## config.mk

```make
export PLATFORM = sky130hd
export DESIGN_NAME = instr_fetch
export DESIGN_NICKNAME = d
export VERILOG_FILES = /design/src/rtl/riscv_pkg.sv /design/src/rtl/fetch_fifo.sv /design/src/rtl/instr_fetch.sv
export SDC_FILE = /design/constraint.sdc
export NUM_CORES = 1
export LEC_CHECK = 0
export ABC_AREA = 1
export CAP_MARGIN = 5
export CORE_ASPECT_RATIO = 0.75
export CORE_MARGIN = 10
export CORE_UTILIZATION = 50
export CTS_BUF_LIST = sky130_fd_sc_hd__clkbuf_2 sky130_fd_sc_hd__clkbuf_4 sky130_fd_sc_hd__clkbuf_8
export CTS_CLUSTER_DIAMETER = 150
export DETAILED_ROUTE_END_ITERATION = 8
export GPL_ROUTABILITY_DRIVEN = 0
export HOLD_SLACK_MARGIN = 0.08
export PLACE_DENSITY = 0.8
export SYNTH_ARGS = -nofsm -noshare
export SYNTH_HDL_FRONTEND = slang
export SYNTH_SLANG_ARGS = --single-unit
```

## constraint.sdc

```tcl
create_clock -name clk -period 3.58 [get_ports clk]
set_input_delay 0.358 -clock clk [delete_from_list [all_inputs] [get_ports clk]]
set_output_delay 0.358 -clock clk [all_outputs]
set_load 0.005 [all_outputs]
```

## src/rtl/riscv_pkg.sv

```systemverilog
// Shared RISC-V front-end types and constants used by the fetch stage.
package riscv_pkg;
  localparam int XLEN = 32;
  localparam logic [XLEN-1:0] PC_STEP   = 32'h0000_0004;
  localparam logic [XLEN-1:0] NOP_INSTR = 32'h0000_0013;

  typedef enum logic [0:0] {
    RUN   = 1'b0,
    DRAIN = 1'b1
  } fetch_state_t;
endpackage

```

## src/rtl/fetch_fifo.sv

```systemverilog
// Shift-register FIFO of {pc, instr}; entry 0 is the head, so head outputs come straight from flops.
module fetch_fifo
  import riscv_pkg::*;
#(
  parameter int DEPTH = 2,
  parameter int CNT_W = $clog2(DEPTH + 1)
) (
  input  logic             clk,
  input  logic             reset,
  input  logic             i_flush,
  input  logic             i_push,
  input  logic [XLEN-1:0]  i_push_pc,
  input  logic [XLEN-1:0]  i_push_instr,
  input  logic             i_pop,
  output logic             o_valid,
  output logic [XLEN-1:0]  o_pc,
  output logic [XLEN-1:0]  o_instr,
  output logic [CNT_W-1:0] o_count
);

  logic [XLEN-1:0]  r_pc       [DEPTH];
  logic [XLEN-1:0]  r_instr    [DEPTH];
  logic [XLEN-1:0]  w_next_pc  [DEPTH];
  logic [XLEN-1:0]  w_next_instr [DEPTH];
  logic [CNT_W-1:0] r_count;
  logic [CNT_W-1:0] w_wr_idx;

  // A simultaneous pop shifts everything down first, so the write lands one slot lower.
  assign w_wr_idx = r_count - CNT_W'(i_pop);

  for (genvar g = 0; g < DEPTH; g++) begin : g_shift
    if (g < DEPTH - 1) begin : g_mid
      assign w_next_pc[g]    = r_pc[g+1];
      assign w_next_instr[g] = r_instr[g+1];
    end else begin : g_last
      assign w_next_pc[g]    = r_pc[g];
      assign w_next_instr[g] = r_instr[g];
    end
  end

  always_ff @(posedge clk) begin
    if (!reset) begin
      r_count <= '0;
      for (int i = 0; i < DEPTH; i++) begin
        r_pc[i]    <= '0;
        r_instr[i] <= '0;
      end
    end else begin
      if (i_flush) r_count <= '0;
      else         r_count <= r_count + CNT_W'(i_push) - CNT_W'(i_pop);
      for (int i = 0; i < DEPTH; i++) begin
        if (i_push && !i_flush && (w_wr_idx == CNT_W'(i))) begin
          r_pc[i]    <= i_push_pc;
          r_instr[i] <= i_push_instr;
        end else if (i_pop && !i_flush) begin
          r_pc[i]    <= w_next_pc[i];
          r_instr[i] <= w_next_instr[i];
        end
      end
    end
  end

  assign o_valid = (r_count != '0);
  assign o_pc    = r_pc[0];
  assign o_instr = r_instr[0];
  assign o_count = r_count;

endmodule

```

## src/rtl/instr_fetch.sv

```systemverilog
// Fetch stage: credit-limited in-order requests, response FIFO, redirect flush with in-flight drain.
// Optional macro IF_MISALIGN_CHECK_EN turns a misaligned redirect into a sticky fetch fault.
module instr_fetch
  import riscv_pkg::*;
#(
  parameter int              DEPTH    = 2,
  parameter logic [XLEN-1:0] RESET_PC = 32'h0000_0000
) (
  input  logic            clk,
  input  logic            reset,
  input  logic            redirect_i,
  input  logic [XLEN-1:0] redirect_pc_i,
  output logic            imem_req_o,
  output logic [XLEN-1:0] imem_addr_o,
  input  logic            imem_gnt_i,
  input  logic            imem_rvalid_i,
  input  logic [XLEN-1:0] imem_rdata_i,
  output logic            instr_valid_o,
  output logic [XLEN-1:0] instr_o,
  output logic [XLEN-1:0] instr_pc_o,
  input  logic            instr_ready_i,
  output logic            fetch_fault_o
);

  localparam int CNT_W = $clog2(DEPTH + 1);

  fetch_state_t     r_state, w_state_next;
  logic [XLEN-1:0]  r_fetch_addr, r_resp_pc, w_target;
  logic [CNT_W-1:0] r_outstanding, w_outstanding_next;
  logic [CNT_W-1:0] r_discard_cnt, w_discard_next;
  logic [CNT_W-1:0] w_occ;
  logic [CNT_W:0]   w_credit_used;
  logic             w_fault, w_req_raw, w_grant, w_push, w_pop, w_fifo_valid;

  `ifdef IF_MISALIGN_CHECK_EN
  logic r_fault;
  always_ff @(posedge clk) begin
    if (!reset)          r_fault <= 1'b0;
    else if (redirect_i) r_fault <= |redirect_pc_i[1:0];
  end
  assign w_fault  = r_fault;
  assign w_target = redirect_pc_i;
  `else
  logic w_unused_pc_lsbs;
  assign w_unused_pc_lsbs = ^redirect_pc_i[1:0];
  assign w_fault  = 1'b0;
  assign w_target = {redirect_pc_i[XLEN-1:2], 2'b00};
  `endif

  assign w_pop = instr_ready_i && w_fifo_valid && !redirect_i;

  // Counting this cycle's pop as freed space keeps single-cycle memory at one instruction per cycle.
  assign w_credit_used = {1'b0, w_occ} + {1'b0, r_outstanding} - (CNT_W+1)'(w_pop);
  assign w_req_raw     = (r_state == RUN) && !w_fault && (w_credit_used < (CNT_W+1)'(DEPTH));
  assign imem_req_o    = w_req_raw && !redirect_i && reset;
  assign imem_addr_o   = r_fetch_addr;

  // In a redirect cycle any grant is treated as an in-flight request that must be drained.
  assign w_grant = redirect_i ? imem_gnt_i : (imem_req_o && imem_gnt_i);
  assign w_push  = imem_rvalid_i && (r_state == RUN) && !redirect_i;
  assign w_outstanding_next = r_outstanding + CNT_W'(w_grant) - CNT_W'(imem_rvalid_i);

  always_comb begin
    w_state_next   = r_state;
    w_discard_next = r_discard_cnt;
    if (redirect_i) begin
      w_discard_next = w_outstanding_next;
      w_state_next   = (w_outstanding_next != '0) ? DRAIN : RUN;
    end else begin
      case (r_state)
        DRAIN: begin
          if (imem_rvalid_i) w_discard_next = r_discard_cnt - CNT_W'(1);
          if (w_discard_next == '0) w_state_next = RUN;
        end
        default: w_state_next = RUN;
      endcase
    end
  end

  always_ff @(posedge clk) begin
    if (!reset) begin
      r_state       <= RUN;
      r_fetch_addr  <= RESET_PC;
      r_resp_pc     <= RESET_PC;
      r_outstanding <= '0;
      r_discard_cnt <= '0;
    end else begin
      r_state       <= w_state_next;
      r_outstanding <= w_outstanding_next;
      r_discard_cnt <= w_discard_next;
      if (redirect_i) begin
        r_fetch_addr <= w_target;
        r_resp_pc    <= w_target;
      end else begin
        if (imem_req_o && imem_gnt_i) r_fetch_addr <= r_fetch_addr + PC_STEP;
        if (w_push)                   r_resp_pc    <= r_resp_pc + PC_STEP;
      end
    end
  end

  fetch_fifo #(
    .DEPTH (DEPTH),
    .CNT_W (CNT_W)
  ) u_fifo (
    .clk          (clk),
    .reset        (reset),
    .i_flush      (redirect_i),
    .i_push       (w_push),
    .i_push_pc    (r_resp_pc),
    .i_push_instr (imem_rdata_i),
    .i_pop        (w_pop),
    .o_valid      (w_fifo_valid),
    .o_pc         (instr_pc_o),
    .o_instr      (instr_o),
    .o_count      (w_occ)
  );

  assign instr_valid_o = w_fifo_valid;
  assign fetch_fault_o = w_fault;

endmodule

```

# Word level (Yosys, flattened, before mapping)
# Memories as Yosys holds them, arrays and structs flattened.
# Cells that the tools add are included.
[word_totals]
ff_bits = 71
mem_bits_rw = 128
input_bits = 70
out_inout_bits = 99
elab_cells = 89
n_memories = 2
[op_classes]
add_sub_neg = 10
order_cmp = 1
eq_ne = 1
mux = 36
bitwise = 10
reduce_logical = 21
[mem_list]
columns = ["name", "words", "word_bits", "rd", "rd_ports_with_merged_regs", "write_ports", "line", "text"]
rows = [
  ["u_fifo.r_instr", 2, 32, 2, 0, 2, "fetch_fifo.sv:22", "logic [XLEN-1:0] r_instr [DEPTH];"],
  ["u_fifo.r_pc", 2, 32, 2, 0, 2, "fetch_fifo.sv:21", "logic [XLEN-1:0] r_pc [DEPTH];"],
]
[ops]
columns = ["operator", "n"]
rows = [
  ["two-way mux 32 bit", 12],
  ["adder 32 x 3 -> 32 bit (second input constant)", 2],
  ["two-way mux 1 bit", 19],
  ["logical AND 1 bit", 12],
  ["two-way mux 2 bit", 5],
  ["nonzero test 2 bit", 5],
  ["bitwise OR 1 bit", 8],
  ["subtractor 2 x 1 -> 2 bit", 3],
  ["adder 2 x 1 -> 2 bit", 2],
  ["logical NOT 2 bit", 2],
  ["adder 2 x 2 -> 3 bit", 1],
  ["less-than comparator 3 x 2 -> 1 bit (second input constant)", 1],
  ["subtractor 3 x 1 -> 3 bit", 1],
  ["== test 2 x 1 -> 1 bit (second input constant)", 1],
  ["NOT 1 bit", 2],
  ["OR reduction 2 bit", 1],
  ["subtractor 2 x 1 -> 2 bit (second input constant)", 1],
  ["logical NOT 1 bit", 1],
]

# Depth between registers and ports, before layout
[logic_depth]
ltp_word = 15
depth_mapped = 24
ltp_nobuf = 22

# Hierarchy
# From an unflattened synthesis, not the netlist that was laid out.
[hier_totals]
hier_cells = 1427
hier_area_um2 = 10814.1
[modules_own_cells]
columns = ["module", "n_inst", "cells_per_inst", "area_per_inst_um2"]
rows = [
  ["fetch_fifo", 1, 643, 6127.1],
  ["instr_fetch", 1, 784, 4687.0],
]

# Worst setup path after synthesis
# OpenSTA, ideal clock, no wires.
[synth_timing]
path_type = "input to register"
startpoint = "input port redirect_i"
endpoint = "memory u_fifo.r_instr[0][0], enable pin"
setup_ns = 0.834
arrival_ns = 2.889
t_required_ns = 2.746
slack_ns = -0.144
path_stages = 10
n_path_buf = 2
cell_sequence = "buf_6 > inv_2 > buf_6 > nand3_1 > inv_2 > ha_1 > xor2_1 > nor2_4 > nand2_2 > nand3_1"
[synth_rtl]
columns = ["element", "line", "text"]
rows = [
  ["start, declared", "instr_fetch.sv:11", "input logic redirect_i,"],
  ["end, declared", "fetch_fifo.sv:22", ""],
]

# Final worst setup path
[layout_timing]
startpoint = "register u_fifo.r_count[1], in the netlist u_fifo.o_count[1]"
endpoint = "register r_discard_cnt[1]"
[layout_between]
elab_chain_cells = 13
[layout_rtl]
columns = ["element", "line", "text"]
rows = [
  ["start, declared", "fetch_fifo.sv:25", "logic [CNT_W-1:0] r_count;"],
  ["start signal, assigned", "fetch_fifo.sv:50", "else r_count <= r_count + CNT_W'(i_push) - CNT_W'(i_pop);"],
  ["branches (longest 3 deep; another with adder 2 x 2 -> 3 bit)", "--", ""],
  ["subtractor 3 x 1 -> 3 bit *", "instr_fetch.sv:53", "assign w_credit_used = {1'b0, w_occ} + {1'b0, r_outstanding} - (CNT_W+1)'(w_pop);"],
  ["less-than comparator 3 x 2 -> 1 bit *", "instr_fetch.sv:54", "assign w_req_raw = (r_state == RUN) && !w_fault && (w_credit_used < (CNT_W+1)'(DEPTH));"],
  ["logical AND 1 bit *", "instr_fetch.sv:54", ""],
  ["logical AND 1 bit * (2 in series)", "instr_fetch.sv:55", "assign imem_req_o = w_req_raw && !redirect_i && reset;"],
  ["logical AND 1 bit *", "instr_fetch.sv:59", "assign w_grant = redirect_i ? imem_gnt_i : (imem_req_o && imem_gnt_i);"],
  ["two-way mux 1 bit *", "instr_fetch.sv:59", ""],
  ["adder 2 x 1 -> 2 bit *", "instr_fetch.sv:61", "assign w_outstanding_next = r_outstanding + CNT_W'(w_grant) - CNT_W'(imem_rvalid_i);"],
  ["subtractor 2 x 1 -> 2 bit *", "instr_fetch.sv:61", ""],
  ["two-way mux 2 bit *", "instr_fetch.sv:66", "if (redirect_i) begin"],
  ["end signal, assigned", "instr_fetch.sv:90", "r_discard_cnt <= w_discard_next;"],
  ["end, declared", "instr_fetch.sv:30", "logic [CNT_W-1:0] r_discard_cnt, w_discard_next;"],
]
# Mark *: on every way between the ends.
# A chain may end at the register's enable or synchronous reset.

==> out/metrics.cfg <==
[power_and_ir_drop]
total_power_mw = 4.88
vdd_drop_max_mv = 0.290
cellLeakagePower_nw = 4.69
power.density_mw_per_mm2 = 403

[final_layout]
synthToLayoutAreaGrowth_pct = 22.1
layout-drive-gt1-share_pct = 4.88
multi_input_area_mm2 = 0.00394
ff_latch_area_mm2 = 0.00506
antenna_cells = 0
nets = 1501
n_fill_cell = 1721

[setup_path]
cp-end-kind = flop
required_ns = 4.00
crit_fanout = 3
path_class = reg2reg
start_kind = flop
arrival_ns = 3.63

[sta]
fin_ws_ns = 0.367
min_period_ns = 3.21
rsz0062_at_grt = no
fmax_mhz = 311
hold_violations = 0
period_share_pct = 89.8
timing.slew.headroom_pct = 33.8
finalClockSkew_ns = 0.0214
tightest_slew_ns = 0.990
slew_violations = 0
final-setup-viol-count = 0

[global_route]
grt_overflow_total = 0
grt_pass1_wl_um = 44200
antenna_found_initial = 0
grtUsageTotal_pct = 20.8
grt_pass1_vias = 8432
grt_max_degree = 63

[yosys]
synthDistinctLibCells = 36
synth_top_cell_by_area = edfxtp_1
ys_async_sr_fraction_pct = 0
ys_seq_area_share_pct = 51.0
synth_top_area_share_pct = 37.5
ys_top_cells_by_count = 390 x nand2_1, 156 x inv_1, 155 x nor2_1
syn_inst = 1278
synth_warnings = 0
ys_seq_elements = 191
postSynthAreaPerCell_um2 = 7.77
synth_flop_cell = edfxtp_1
yosys-top-cells-area = edfxtp_1 38%, nand2_1 15%, dfxtp_1 14%
yosysMostFrequentCell = nand2_1
synth-edff-count = 124
syn-cell-area_mm2 = 0.00993

[placement]
io_buffers = 161
place_hpwl_um = 19900
place_ws_ns = -0.00633

[outcome]
status = finished clean

[die]
dieArea_mm2 = 0.0259
core_mm2 = 0.0194
num_io_pins = 169
die_w_um = 183
rows = 44
start_util_pct = 51.1
die_h_um = 142

[worst_hold_path]
min_path_type = in2reg

[clocking]
postCtsHoldBufs = 0
cts_tree = yes
clock-sinks = 191
clkLatencyLatePin_ns = 0.49
cts_made_buffers = 17
cts_buffer_depth = 2
path_clk_slew_ns = 0.12
htree_levels = 4
cts_setup_buffers = 0
cts-root-buf = clkbuf_8
cts_resized = 0

[detailed_routing]
num_vias = 9078
via_per_inst = 5.38
wirelength_um = 27800
detail-route-antenna-nets = 0
drt_iter0_markers = 1070
drc_errors = 0
avgRoutedWirePerCell_um = 16.5
dr.pass1.iters = 5

[flow_run]
cap_violations = 0

[critical path, cell delays in order (launching register included)]
cell and delay, ns:
dfxtp_1 0.39, inv_1 0.08, nand2_1 0.09, nand3_1 0.10, inv_2 0.08, ha_1 0.24, inv_1 0.08, nand2_1 0.06
fa_1 0.50, nand2_1 0.07, nor2_2 0.16, nand3_4 0.08, nand2_1 0.06, inv_1 0.04, ha_1 0.26, inv_1 0.06
ha_1 0.14, xor2_1 0.18, xor2_1 0.22, nand2_1 0.10, a21oi_1 0.16
[report_power, final]
part | leakage, nW | internal [mW] | total (mW) | switching [mW]
logic | 2.64 | 0.359 | 0.785 | 0.426
registers | 1.85 | 2.52 | 2.64 | 0.114
clock network | 0.201 | 0.589 | 1.46 | 0.874
total | 4.69 | 3.47 | 4.88 | 1.41
[flip-flops by register name (all words and copies together) (netlist names)]
register	flops
r_state	1
r_outstanding	2
imem_addr_o	30
r_resp_pc	30
u_fifo.o_count	2
u_fifo.r_pc	60
u_fifo.r_instr	64
r_discard_cnt	2
[cell families after synthesis]
| kind of cell | after synthesis | share of synthesized area (%) |
|---|---|---|
| adders and majority gates | 9 | 1.21 |
| buffers and inverters | 217 | 9.58 |
| other | 1 | 0.0378 |
| xor gates and xnor gates | 12 | 1.06 |
| AOI/OAI and AO/OA | 189 | 10.0 |
| DFF | 191 | 51.0 |
| and+or+nand+nor | 659 | 27.0 |
[routing by layer]
| metal | up-vias | GRT usage, % | wire (um) |
|---|---|---|---|
| met5 | - | 0 | 0 |
| met4 | 0 | 5.43 | 463 |
| met3 | 41 | 5.39 | 2670 |
| met2 | 431 | 32.2 | 12800 |
| met1 | 4209 | 28.5 | 11800 |
| li1 | 4397 | - | - |
[final timing paths]
path / start / endpoint / slack (ns) / cells past startpoint
worst max register to register: u_fifo.o_count[1] / r_discard_cnt[1] / 0.37 / 20
worst min register to register: r_discard_cnt[0] / r_discard_cnt[0] / 0.55 / 2
worst max-delay path: u_fifo.o_count[1] / r_discard_cnt[1] / 0.37 / 20
worst min-delay path: redirect_pc_i[8] / r_resp_pc[8] / 0.48 / 3
[area by class of cell]
type | instances | area share [%]
clock buffer | 17 | 1.93
clock inverter | 15 | 1.42
inverter | 161 | 5.03
multi-input combinational | 874 | 32.5
sequential | 191 | 41.8
tap | 253 | 2.61
timing repair buffer | 177 | 14.7
[cell usage in the layout (no fill, tap or decap), drive strengths merged, types with 10 or more instances in the layout]
master,synthesis,routed
buf,33,16
clkbuf,23,17
nor2,162,162
clkdlybuf4s50,0,161
a21oi,116,116
inv,160,168
nand2,394,394
nand3,88,88
dfxtp,67,67
edfxtp,124,124
xor2,10,10
o21ai,51,51
[stage by stage]
step	util (%)	instance area [um2]	std cells	TNS, ns	hold WS, ns
2_1_floorplan	-	9950	1282	0	0.468
3_3_place_gp	60.3	11700	1656	0	0.509
3_5_place_dp	60.3	11700	1656	-0.00633	0.529
4_1_cts	62.4	12100	1688	0	0.468
5_1_grt	62.4	12100	1688	0	0.479
6_report	62.4	12100	1688	0	0.477
Note: power is estimated with default switching activity, not from simulation.
